**src/rtl/muxpga_pkg.sv**
```systemverilog
// muxpga_pkg: fabric geometry, fabric cmd encodings and the
// configuration loader state type shared by the mux-FPGA blocks.
package muxpga_pkg;

    localparam int ROWS    = 4;
    localparam int COLS    = 4;
    localparam int CELLS   = (ROWS - 1) * COLS;
    localparam int NIBBLES = 2 * CELLS;

    localparam logic [1:0] CMD_SHIFT = 2'd0;
    localparam logic [1:0] CMD_RUN   = 2'd1;
    localparam logic [1:0] CMD_HOLD  = 2'd2;

    typedef enum logic [2:0] {
        ST_IDLE,
        ST_CLEAR,
        ST_LOAD,
        ST_VERIFY,
        ST_RUN
    } ld_state_e;

endpackage

```
**src/rtl/muxpga_cfg_shadow.sv**
```systemverilog
// muxpga_cfg_shadow: NIBBLES x 4 register file holding the last shifted
// stream so the readback pass can replay it without a second upload.
module muxpga_cfg_shadow #(
    parameter int NIBBLES = muxpga_pkg::NIBBLES,
    parameter int IW      = $clog2(NIBBLES + 1)
) (
    input  logic          clk,
    input  logic          we_i,
    input  logic [IW-1:0] widx_i,
    input  logic [3:0]    wdata_i,
    input  logic [IW-1:0] ridx_i,
    output logic [3:0]    rdata_o
);

    logic [3:0] mem_q [NIBBLES];

    // Capture each nibble as it goes out on the bus; content needs no reset.
    always_ff @(posedge clk) begin
        if (we_i) begin
            mem_q[widx_i] <= wdata_i;
        end
    end

    assign rdata_o = mem_q[ridx_i];

endmodule

```
**src/rtl/muxpga_cfg_loader.sv**
```systemverilog
// muxpga_cfg_loader: clears the fabric, shifts a byte stream into its
// config chain, re-shifts it against the readback, then enters run mode.
module muxpga_cfg_loader #(
    parameter int NIBBLES = muxpga_pkg::NIBBLES
) (
    input  logic       clk,
    input  logic       reset_n,
    input  logic       start,
    input  logic [7:0] in_data,
    input  logic       in_valid,
    output logic       in_ready,
    input  logic       run_en,
    input  logic [3:0] run_nibble,
    input  logic [7:0] fab_out,
    output logic [3:0] fab_nibble,
    output logic [1:0] fab_cmd,
    output logic       fab_reset,
    output logic       busy,
    output logic       done,
    output logic       err
);
    import muxpga_pkg::*;

    localparam int            CW   = $clog2(NIBBLES + 1);
    localparam logic [CW-1:0] LAST = CW'(NIBBLES - 1);

    ld_state_e     state_q, state_d;
    logic [CW-1:0] cnt_q, cnt_d;
    logic [7:0]    byte_q, byte_d;
    logic          full_q, full_d;
    logic          phase_q, phase_d;
    logic [3:0]    nib_q, nib_d;
    logic [1:0]    cmd_q, cmd_d;
    logic          frst_q, frst_d;
    logic          busy_q, busy_d;
    logic          done_q, done_d;
    logic          err_q, err_d;
    logic          chk_q, chk_d;

    logic          clr;
    logic          accept;
    logic          shift;
    logic [3:0]    shift_nib;
    logic [3:0]    sh_rdata;
    logic          mism;
    logic          fab_out_unused;

    // Low bus half carries fabric data, not chain readback.
    assign fab_out_unused = ^fab_out[3:0];

    // Ready while the byte register is empty, or while its high nibble
    // leaves and more bytes are still owed to the chain.
    assign in_ready = (state_q == ST_LOAD)
                   && (!full_q || (phase_q && (cnt_q != LAST)));
    assign accept   = in_valid && in_ready;

    // The bus nibble is the replayed shadow entry; the chain tail must match.
    assign mism = chk_q && (fab_out[7:4] != nib_q);

    muxpga_cfg_shadow #(
        .NIBBLES (NIBBLES),
        .IW      (CW)
    ) u_shadow (
        .clk     (clk),
        .we_i    (shift),
        .widx_i  (cnt_q),
        .wdata_i (shift_nib),
        .ridx_i  (cnt_q),
        .rdata_o (sh_rdata)
    );

    // Next state plus the registered fabric drive decided alongside it.
    always_comb begin
        state_d   = state_q;
        cnt_d     = cnt_q;
        byte_d    = byte_q;
        full_d    = full_q;
        phase_d   = phase_q;
        nib_d     = nib_q;
        cmd_d     = CMD_HOLD;
        frst_d    = 1'b0;
        done_d    = done_q;
        chk_d     = 1'b0;
        clr       = 1'b0;
        shift     = 1'b0;
        shift_nib = 4'h0;

        unique case (state_q)
            ST_IDLE: begin
                if (start) begin
                    state_d = ST_CLEAR;
                    frst_d  = 1'b1;
                    done_d  = 1'b0;
                    clr     = 1'b1;
                end
            end
            ST_CLEAR: begin
                state_d = ST_LOAD;
                cnt_d   = '0;
                full_d  = 1'b0;
                phase_d = 1'b0;
            end
            ST_LOAD: begin
                if (!full_q) begin
                    // Empty: a fresh byte's low nibble goes out at once.
                    if (accept) begin
                        shift     = 1'b1;
                        shift_nib = in_data[3:0];
                        byte_d    = in_data;
                        full_d    = 1'b1;
                        phase_d   = 1'b1;
                    end
                end else if (!phase_q) begin
                    shift     = 1'b1;
                    shift_nib = byte_q[3:0];
                    phase_d   = 1'b1;
                end else begin
                    shift     = 1'b1;
                    shift_nib = byte_q[7:4];
                    if (accept) begin
                        byte_d  = in_data;
                        phase_d = 1'b0;
                    end else begin
                        full_d  = 1'b0;
                    end
                end
                if (shift) begin
                    cmd_d = CMD_SHIFT;
                    nib_d = shift_nib;
                    if (cnt_q == LAST) begin
                        state_d = ST_VERIFY;
                        cnt_d   = '0;
                    end else begin
                        cnt_d   = cnt_q + CW'(1);
                    end
                end
            end
            ST_VERIFY: begin
                cmd_d = CMD_SHIFT;
                nib_d = sh_rdata;
                chk_d = 1'b1;
                if (cnt_q == LAST) begin
                    state_d = ST_RUN;
                    done_d  = 1'b1;
                    cnt_d   = '0;
                end else begin
                    cnt_d   = cnt_q + CW'(1);
                end
            end
            ST_RUN: begin
                if (start) begin
                    state_d = ST_CLEAR;
                    frst_d  = 1'b1;
                    done_d  = 1'b0;
                    clr     = 1'b1;
                end else begin
                    cmd_d = run_en ? CMD_RUN : CMD_HOLD;
                    nib_d = run_nibble;
                end
            end
            default: begin
                state_d = ST_IDLE;
            end
        endcase

        busy_d = (state_d == ST_CLEAR)
              || (state_d == ST_LOAD)
              || (state_d == ST_VERIFY);
        err_d  = clr ? 1'b0 : (err_q | mism);
    end

    // State, byte splitter and registered outputs.
    always_ff @(posedge clk or negedge reset_n) begin
        if (!reset_n) begin
            state_q <= ST_IDLE;
            cnt_q   <= '0;
            byte_q  <= 8'h00;
            full_q  <= 1'b0;
            phase_q <= 1'b0;
            nib_q   <= 4'h0;
            cmd_q   <= CMD_HOLD;
            frst_q  <= 1'b1;
            busy_q  <= 1'b0;
            done_q  <= 1'b0;
            err_q   <= 1'b0;
            chk_q   <= 1'b0;
        end else begin
            state_q <= state_d;
            cnt_q   <= cnt_d;
            byte_q  <= byte_d;
            full_q  <= full_d;
            phase_q <= phase_d;
            nib_q   <= nib_d;
            cmd_q   <= cmd_d;
            frst_q  <= frst_d;
            busy_q  <= busy_d;
            done_q  <= done_d;
            err_q   <= err_d;
            chk_q   <= chk_d;
        end
    end

    assign fab_nibble = nib_q;
    assign fab_cmd    = cmd_q;
    assign fab_reset  = frst_q;
    assign busy       = busy_q;
    assign done       = done_q;
    assign err        = err_q;

endmodule

```
**config.mk**
```make
export PLATFORM = sky130hd
export DESIGN_NAME = muxpga_cfg_loader
export DESIGN_NICKNAME = d
export VERILOG_FILES = /design/src/rtl/muxpga_pkg.sv /design/src/rtl/muxpga_cfg_shadow.sv /design/src/rtl/muxpga_cfg_loader.sv
export SDC_FILE = /design/constraint.sdc
export NUM_CORES = 1
export LEC_CHECK = 0
export ABC_AREA = 0
export BUFFER_PORTS_ARGS = -buffer_cell sky130_fd_sc_hd__buf_2
export CAP_MARGIN = 20
export CORE_MARGIN = 3
export CORE_UTILIZATION = 54
export CTS_CLUSTER_SIZE = 24
export DETAILED_ROUTE_END_ITERATION = 12
export PLACE_DENSITY = 0.8
export SLEW_MARGIN = 40
export SYNTH_ARGS = -nofsm -noshare
export SYNTH_HDL_FRONTEND = slang
export SYNTH_SLANG_ARGS = --single-unit
```
**constraint.sdc**
```tcl
create_clock -name clk -period 1.8 [get_ports clk]
set_input_delay 0.27 -clock clk [delete_from_list [all_inputs] [get_ports clk]]
set_output_delay 0.27 -clock clk [all_outputs]
set_load 0.01 [all_outputs]
```
==> flow_summary_export.csv, run 1 <==
group,metric,value,unit
logic_synthesis,synth_top_family_by_area,"multiplexers",
clock_tree,cts_tree,"yes",
drt,firstDrtPassIters,5,
logic_synthesis,synthAdderAreaFrac,0.917,%
critical_path,worstPathCellList,"buf_4 > buf_12 > mux2i_1 > o22ai_2 > o21ai_2 > o311ai_2 > or3_1",
grt,grt_util_met1,32.3,%
floorplan,core-area,9820,um^2
logic_synthesis,synth_warnings,0,
final_layout,fin_util,76.9,%
outcome,violations,"negative setup slack",
final_layout,drive_above_1_share,49.2,%
drt,drt_iter0_drc,428,
power_and_ir_drop,seq_power_share,31.5,%
logic_synthesis,synthArstFlopShare,23.2,%
critical_path,rr_worst_depth,7,
critical_path,slowest_stage,"dfrtp_2",
sta,finalHoldViolCount,0,
logic_synthesis,synth_mux_area_share,11.6,%
critical_path,startpoint_type,"flip-flop",
grt,grt_pass1_vias,3902,
power_and_ir_drop,leakage,2.84,nW
place,dp_slack,-0.306,ns
logic_synthesis,synth-edff-count,96,
clock_tree,htreeDepth,4,
drt,avgViaCountPerCell,6.35,
grt,overflow,0,
logic_synthesis,ys_seq_area_share,66.2,%
critical_path,crit_start,"cnt_q[1]",
critical_path,worstReg2RegStart,"cnt_q[1]",
sta,slew_violations,0,
outcome,status,"finished with violations",
grt,antenna_found_initial,0,
logic_synthesis,syn-instance-count,374,
sta,layout_setup_ws,-0.205,ns
power_and_ir_drop,power_switching,4.93,mW
final_layout,layout.cells.non_filler,644,
floorplan,start_util,55.6,%
critical_path,critPathRequiredTime,2.18,ns
place,placed_cells,580,
critical_path,worst_ep_arrival_time,2.39,ns
power_and_ir_drop,comb_power_share,43.1,%
logic_synthesis,syn_avg_cell_area,14.6,um^2
critical_path,worst_path_largest_cell_delay,0.43,ns
worst_hold_path,worstHoldEndpoint,"byte_q[1]",
final_layout,syn_to_final_growth,38.3,%
run,drv_cap,0,
sta,setup_viol,71,
final_layout,nets,526,
clock_tree,path_clk_slew,0.06,ns
sta,fin_crit,2.01,ns
place,hpwl,7.98,mm
sta,max_freq,499,MHz
sta,tightest_slew,0.688,ns
drt,drc_errors,0,
final_layout,fillers,496,
drt,vias,4092,
sta,fin_hold_ws,0.0266,ns
power_and_ir_drop,swShare,35.5,%
logic_synthesis,synth_area,5460,um^2
power_and_ir_drop,intPower,8.96,mW
power_and_ir_drop,irDropWorstVdd,0.855,mV
floorplan,die_area,11300,um^2
final_layout,fin_area,7550,um^2
grt,grt_pass1_wl,21.4,mm
drt,ant_nets,0,
critical_path,r2r-end,"fab_nibble[0]",
floorplan,fp.dieH,107,um
worst_hold_path,hold_depth,2,
logic_synthesis,yosys.area_share.simple,10.9,%
logic_synthesis,ys_types,56,
drt,wirelength,15.6,mm
grt,gr-usage-met2,40.5,%
logic_synthesis,synthFlopType,"edfxtp_1",
logic_synthesis,synth_xor_area_share,0.802,%
worst_hold_path,hold_start,"in_data[1]",
critical_path,end_kind,"flip-flop",
clock_tree,clockRootBuffer,"clkbuf_8",
clock_tree,clock_latency,0.51,ns
critical_path,rrSetupSlack,-0.21,ns
sta,finalClockSkew,0.00698,ns
grt,grt_most_used_layer,"met2",
floorplan,die_x,107,um
power_and_ir_drop,power.density,1840,nW/um^2
sta,grt_setup_unrepaired,"true",
floorplan,core.rowCount,36,
sta,setup-tns-final,-2.57,ns
drt,wl_per_cell,24.3,um
sta,timing.final.crit_share,111,%
clock_tree,cts_buffers,17,
power_and_ir_drop,clock_power_share,25.4,%
power_and_ir_drop,finalPower,13.9,mW
logic_synthesis,ys_seq_elements,125,
grt,grt_util_met3,5.95,%
worst_hold_path,holdCritPathClass,"in -> reg",
grt,grt_max_degree,30,
place,globalplace.congestion,0.884,
clock_tree,cts_buffer_depth,2,
place,dpl_cell_area,6180,um^2
critical_path,critPathKind,"reg -> reg",
logic_synthesis,synth-compound-area-share,6.90,%
critical_path,crit_fanout,16,
floorplan,io_pins,36,
grt,track_usage,25.4,%
logic_synthesis,syn-num-nets,403,
place,io_buffer_count,31,
sta,relSlewSlack,54.2,%
clock_tree,cts.sinks,125,
worst max-delay path by stage:
| stage | slack (ns) | endpoint | depth (start not counted) |
|---|---|---|---|
| CTS | -0.18 | in_ready | 5 |
| global route | -0.25 | fab_nibble[1] | 8 |
| detailed placement | -0.31 | u_shadow.mem_q[1][1] | 3 |
| global placement | -0.14 | u_shadow.mem_q[9][3] | 3 |
| floorplan | -0.03 | u_shadow.mem_q[8][0] | 6 |
| finish | -0.21 | fab_nibble[0] | 7 |
layout by cell type, fill, tap and decap left out, types with 4 or more instances in the layout:
cell type      instances
o22ai_1               10
dfrtp_2                7
xnor2_1                4
buf_6                 12
buf_12                 6
mux2i_2                4
dlygate4sd3_1          6
nor2_1                24
nor2_4                14
clkbuf_16             16
o21ai_0                6
a21oi_1                5
nand2_1               22
dfrtp_1               20
buf_2                 31
nor2_2                 8
mux2_2                12
mux4_2                14
edfxtp_1              96
mux2i_1               13
buf_4                 66
a22oi_2                4
clkinv_4               4
bufinv_16              4
worst max-delay path, delay by kind of cell (launching register included):
kind	cells	cell delay, ns
AOI/OAI and AO/OA	3	0.48
DFF	1	0.43
and+or+nand+nor	1	0.38
buffers and inverters	2	0.30
muxes	1	0.27
synth_stat cells, drive strengths merged, types with 2 or more instances:
cell type   n  share of area (%)
and2        3               0.39
o21ai       9               0.83
dfrtp      27                 12
buf        13                1.8
nand4b      3               0.48
ha          4               0.92
nand2b      5               0.57
xnor2       4               0.64
or4bb       2               0.41
o311ai      3               0.48
dfstp       2               0.96
mux2i      18                3.3
nand2      29                2.0
or3         5               0.66
nor2       45                3.1
nor4bb      4               0.73
o21a        2               0.28
inv         5               0.34
nand3       3               0.28
edfxtp     96                 53
nor2b       3               0.34
a2111oi     2               0.32
o22ai      14                1.6
and3        2               0.23
a22oi       5               0.69
a21oi       8               0.80
nand4       2               0.23
mux2       12                2.5
clkbuf      7               0.48
mux4       14                5.8
a221oi      3               0.48
a21o        2               0.28
nor3        2               0.18
what timing repair did:
item	CTS	global route
hold buffers	5	1
gates cloned	1	1
endpoints found under the setup margin	129	158
gates resized for setup	39	79
endpoints found under the hold margin	32	1
setup buffers	7	16
pin swaps	7	17
kinds of logic (layout without fill, tap and decap cells):
| logic type | after synthesis | count (layout) |
|---|---|---|
| DFF | 125 | 125 |
| and+or+nand+nor | 115 | 116 |
| AOI/OAI and AO/OA | 55 | 55 |
| muxes | 44 | 44 |
| buffers and inverters | 26 | 161 |
| xor gates and xnor gates | 5 | 5 |
| adders and majority gates | 4 | 4 |
| other | 0 | 1 |
per-layer routing:
layer  wire length (um)  share of wire [%]
met4                719                4.6
met2               7690                 49
met1               6010                 38
met3               1210                7.7
met5                  0                  0
power groups by stage:
stage | Combinational, mW | Sequential, mW | Clock [mW]
2_1_floorplan | 2.62 | 4.27 | 0
3_3_place_gp | 3.94 | 4.34 | 0
3_5_place_dp | 4.12 | 4.37 | 0
4_1_cts | 4.72 | 4.31 | 3.50
5_1_grt | 6.29 | 4.40 | 3.69
6_report | 5.99 | 4.37 | 3.53
registers in the layout, summed over array words and instances, names as in the netlist:
register        cells
busy                1
byte_q              8
chk_q               1
cnt_q               5
done                1
err                 1
fab_cmd             2
fab_nibble          4
fab_reset           1
full_q              1
phase_q             1
state_q             3
u_shadow.mem_q     96
area by class of cell:
cell class                 instances  area, um^2  area share, %
multi-input combinational        224        2110           28.0
inverter                           6        28.8          0.381
antenna                            1        2.50         0.0332
timing repair buffer             123        1010           13.4
sequential                       125        3620           48.0
tap                              133         166           2.20
clock inverter                    14         193           2.55
clock buffer                      18         418           5.54
Power figures use the tool's default switching activity.
==> inputs of run 2 (changes only) <==
--- a/config.mk
+++ b/config.mk
@@ -5,14 +5,14 @@
 export SDC_FILE = /design/constraint.sdc
 export NUM_CORES = 1
 export LEC_CHECK = 0
-export ABC_AREA = 0
+export ABC_AREA = 1
 export BUFFER_PORTS_ARGS = -buffer_cell sky130_fd_sc_hd__buf_2
 export CAP_MARGIN = 20
 export CORE_MARGIN = 3
-export CORE_UTILIZATION = 54
+export CORE_UTILIZATION = 55
 export CTS_CLUSTER_SIZE = 24
 export DETAILED_ROUTE_END_ITERATION = 12
-export PLACE_DENSITY = 0.8
+export PLACE_DENSITY = 0.81
 export SLEW_MARGIN = 40
 export SYNTH_ARGS = -nofsm -noshare
 export SYNTH_HDL_FRONTEND = slang
==> run 2 against run 1 <==
Effect of this change:
- the run still ends with negative setup slack left
- sequential power shrank 4%
- utilization shrank 0.57 points
- clock power shrank 5%
- flip-flop and latch count is the same
- hold slack gained 0.059 ns
- synthesized cell count grew 55%
- wire length grew 4.8%
- non-clock buffer count shrank 16
- largest cell class unchanged
==> flow_summary_export.csv, run 2 <==
group,metric,value,unit
outcome,status,"finished with violations",
outcome,violations,"negative setup slack",
run,drv_cap,0,
logic_synthesis,synth_most_common_cell,"nand2_1",
grt,antenna_found_initial,0,
power_and_ir_drop,irDropWorstVdd,1.19,mV
sta,relSlewSlack,53.0,%
floorplan,core-area,9950,um^2
logic_synthesis,synthAdderAreaFrac,0.875,%
final_layout,fin_util,76.3,%
final_layout,reg_top3,"u_shadow.mem_q (96), byte_q (8), cnt_q (5)",
final_layout,layout.area.seq,3610,um^2
logic_synthesis,yosysTopAreaCell,"edfxtp_1",
sta,finalHoldViolCount,0,
critical_path,crit_fanout,2,
place,io_buffer_count,31,
logic_synthesis,synth_warnings,0,
floorplan,die_x,108,um
logic_synthesis,ys_seq_elements,125,
sta,slew_violations,0,
grt,grt_pass1_vias,4513,
place,hpwl,8.22,mm
final_layout,layout_commonest_cell,"nand2_1",
drt,vias,4882,
critical_path,critPathKind,"reg -> out",
final_layout,fillers,539,
drt,wirelength,16.4,mm
floorplan,fp.dieH,108,um
grt,grt_max_degree,30,
worst_hold_path,holdCritPathClass,"in -> reg",
clock_tree,clockRootBuffer,"clkbuf_8",
logic_synthesis,synth_xor_area_share,0.612,%
sta,grt_setup_unrepaired,"true",
logic_synthesis,syn_avg_cell_area,9.90,um^2
drt,ant_nets,0,
floorplan,start_util,57.5,%
clock_tree,htreeDepth,4,
logic_synthesis,synth_area,5720,um^2
clock_tree,cts_tree,"yes",
critical_path,slowest_stage,"dfrtp_1",
clock_tree,path_clk_slew,0.06,ns
logic_synthesis,synthFlopType,"edfxtp_1",
logic_synthesis,ys_seq_area_share,63.1,%
final_layout,largest_reg_flops,96,
logic_synthesis,netlist.area_leader.share,50.4,%
clock_tree,cts_buffer_depth,2,
floorplan,io_pins,36,
final_layout,nets,715,
drt,wl_per_cell,19.7,um
drt,avgViaCountPerCell,5.87,
sta,finalClockSkew,0.00924,ns
final_layout,layout_common_cells,"166 x nand2_1, 96 x edfxtp_1, 56 x nor2_1",
drt,drc_errors,0,
critical_path,startpoint_type,"flip-flop",
drt,drt_iter0_drc,616,
drt,firstDrtPassIters,8,
floorplan,core.rowCount,36,
floorplan,die_area,11700,um^2
logic_synthesis,synthTopCellsByCount,"173 x nand2_1, 96 x edfxtp_1, 81 x nor2_1, 50 x inv_1, 35 x o21ai_0",
critical_path,critPathRequiredTime,1.53,ns
critical_path,worst_ep_arrival_time,1.73,ns
final_layout,syn_to_final_growth,32.7,%
logic_synthesis,ys_types,33,
logic_synthesis,yosys.area_share.simple,23.8,%
final_layout,drive_above_1_share,28.3,%
logic_synthesis,synthArstFlopShare,23.2,%
critical_path,cp_num_buf_inv,2,
clock_tree,clock_latency,0.53,ns
sta,tightest_slew,0.705,ns
logic_synthesis,netlist_top_cells_area,"edfxtp_1 50%, dfrtp_1 12%, nand2_1 11%",
sta,fin_hold_ws,0.0861,ns
logic_synthesis,synth-compound-area-share,5.64,%
logic_synthesis,synth_top_family_by_area,"simple AND/OR/NAND/NOR gates",
critical_path,end_kind,"output pin",
final_layout,regMostFlops,"u_shadow.mem_q",
sta,max_freq,500,MHz
logic_synthesis,synth_mux_area_share,0,%
critical_path,path_common_cell,"nand2_2",
logic_synthesis,synth-edff-count,96,
critical_path,path_delay_family,"simple AND/OR/NAND/NOR gates",
sta,timing.final.crit_share,111,%
clock_tree,cts.sinks,125,
final_layout,multiInputGateArea,2030,um^2
critical_path,worst_path_largest_cell_delay,0.40,ns
sta,layout_setup_ws,-0.200,ns
clock_tree,cts_buffers,17,
power_and_ir_drop,finalPower,14.1,mW
grt,track_usage,25.0,%
logic_synthesis,syn-instance-count,578,
final_layout,antennaDiodeCount,0,
sta,fin_crit,2.00,ns
grt,grt_pass1_wl,21.6,mm
logic_synthesis,syn-num-nets,607,
grt,overflow,0,
power_and_ir_drop,power.density,1860,nW/um^2
sta,setup_viol,52,
power_and_ir_drop,leakage,3.24,nW
place,globalplace.congestion,0.865,
critical_path,worstPathCellList,"ha_2 > nand2_2 > nor3_4 > nand2_2 > nand2_4 > inv_2 > buf_6",
-- run 2: cell count changes after synthesis, moves of 8 or more --
| cell | previous run | this run |
|---|---|---|
| mux4_2 | 14 | 0 |
| mux2_2 | 12 | 0 |
| inv_2 | 0 | 8 |
| nor2_1 | 45 | 81 |
| mux2i_1 | 18 | 0 |
| inv_1 | 5 | 50 |
| nand3_1 | 3 | 32 |
| o21ai_0 | 9 | 35 |
| o22ai_1 | 14 | 0 |
| nand2_1 | 28 | 173 |
-- run 2: kinds of logic after synthesis --
| kind of cell | count (synthesis) |
|---|---|
| buffers and inverters | 78 |
| and+or+nand+nor | 309 |
| adders and majority gates | 4 |
| DFF | 125 |
| xor gates and xnor gates | 4 |
| AOI/OAI and AO/OA | 58 |
-- run 2: report_power, final --
part / switching [mW] / internal, mW / leakage [nW]
Sequential: 0.286 / 3.91 / 1.23
Clock: 1.33 / 2.03 / 0.284
Combinational: 4.16 / 2.41 / 1.73
-- run 2: layout make-up --
class | count | area share [%]
flip-flops and latches | 125 | 47.5
multi-input cells | 375 | 26.8
repair buffers | 107 | 12.5
clock buffers | 18 | 5.63
inverters | 60 | 3.28
well taps | 133 | 2.19
clock inverters | 14 | 2.08
-- run 2: worst paths after layout --
kind / depth (start not counted) / from / end / slack, ns
max: 7 / cnt_q[0] / in_ready / -0.20
min: 3 / start / fab_reset / 0.09
max reg2reg: 13 / cnt_q[0] / fab_nibble[3] / -0.10
min reg2reg: 2 / byte_q[0] / byte_q[0] / 0.47
max in group asynchronous: 2 / reset_n / byte_q[3] / 1.01
min in group asynchronous: 2 / reset_n / fab_nibble[1] / 0.33
-- run 2: worst register-to-register path, stage by stage, from the launching register on --
cell and delay (ns):
dfrtp_1 0.40, buf_4 0.22, buf_6 0.21, nand2_1 0.10, nand3_1 0.13, nand2_1 0.10, nand2_1 0.07, nand2_1 0.05
nor2_1 0.11, nand2_1 0.09, nand2_1 0.08, nand2_1 0.07, nand2_1 0.08, nand2_1 0.07
-- run 2: metrics by stage --
step	cells	instance area, um^2	setup TNS, ns	worst slack (ns)
finish	832	7600	-1.61	-0.200
global route	832	7600	-5.82	-0.222
CTS	823	7170	-8.60	-0.134
detailed placement	768	6340	-1.50	-0.101
global placement	768	6340	0	0.0336
floorplan	578	5740	0	0.140
-- run 2: metal layers --
metal,share of wire [%],track usage [%],up-vias
met5,0,0,-
met4,5.2,11.8,0
met3,8.8,6.99,113
met2,51,43.0,337
met1,35,28.9,2317
li1,-,-,2115
-- run 2: repair_timing --
item	CTS	global route
pin swaps	5	9
cloned	0	1
resized for setup	15	80
endpoints found under the setup margin	80	102
hold buffers	10	0
buffers inserted	13	10
endpoints found under the hold margin	36	0
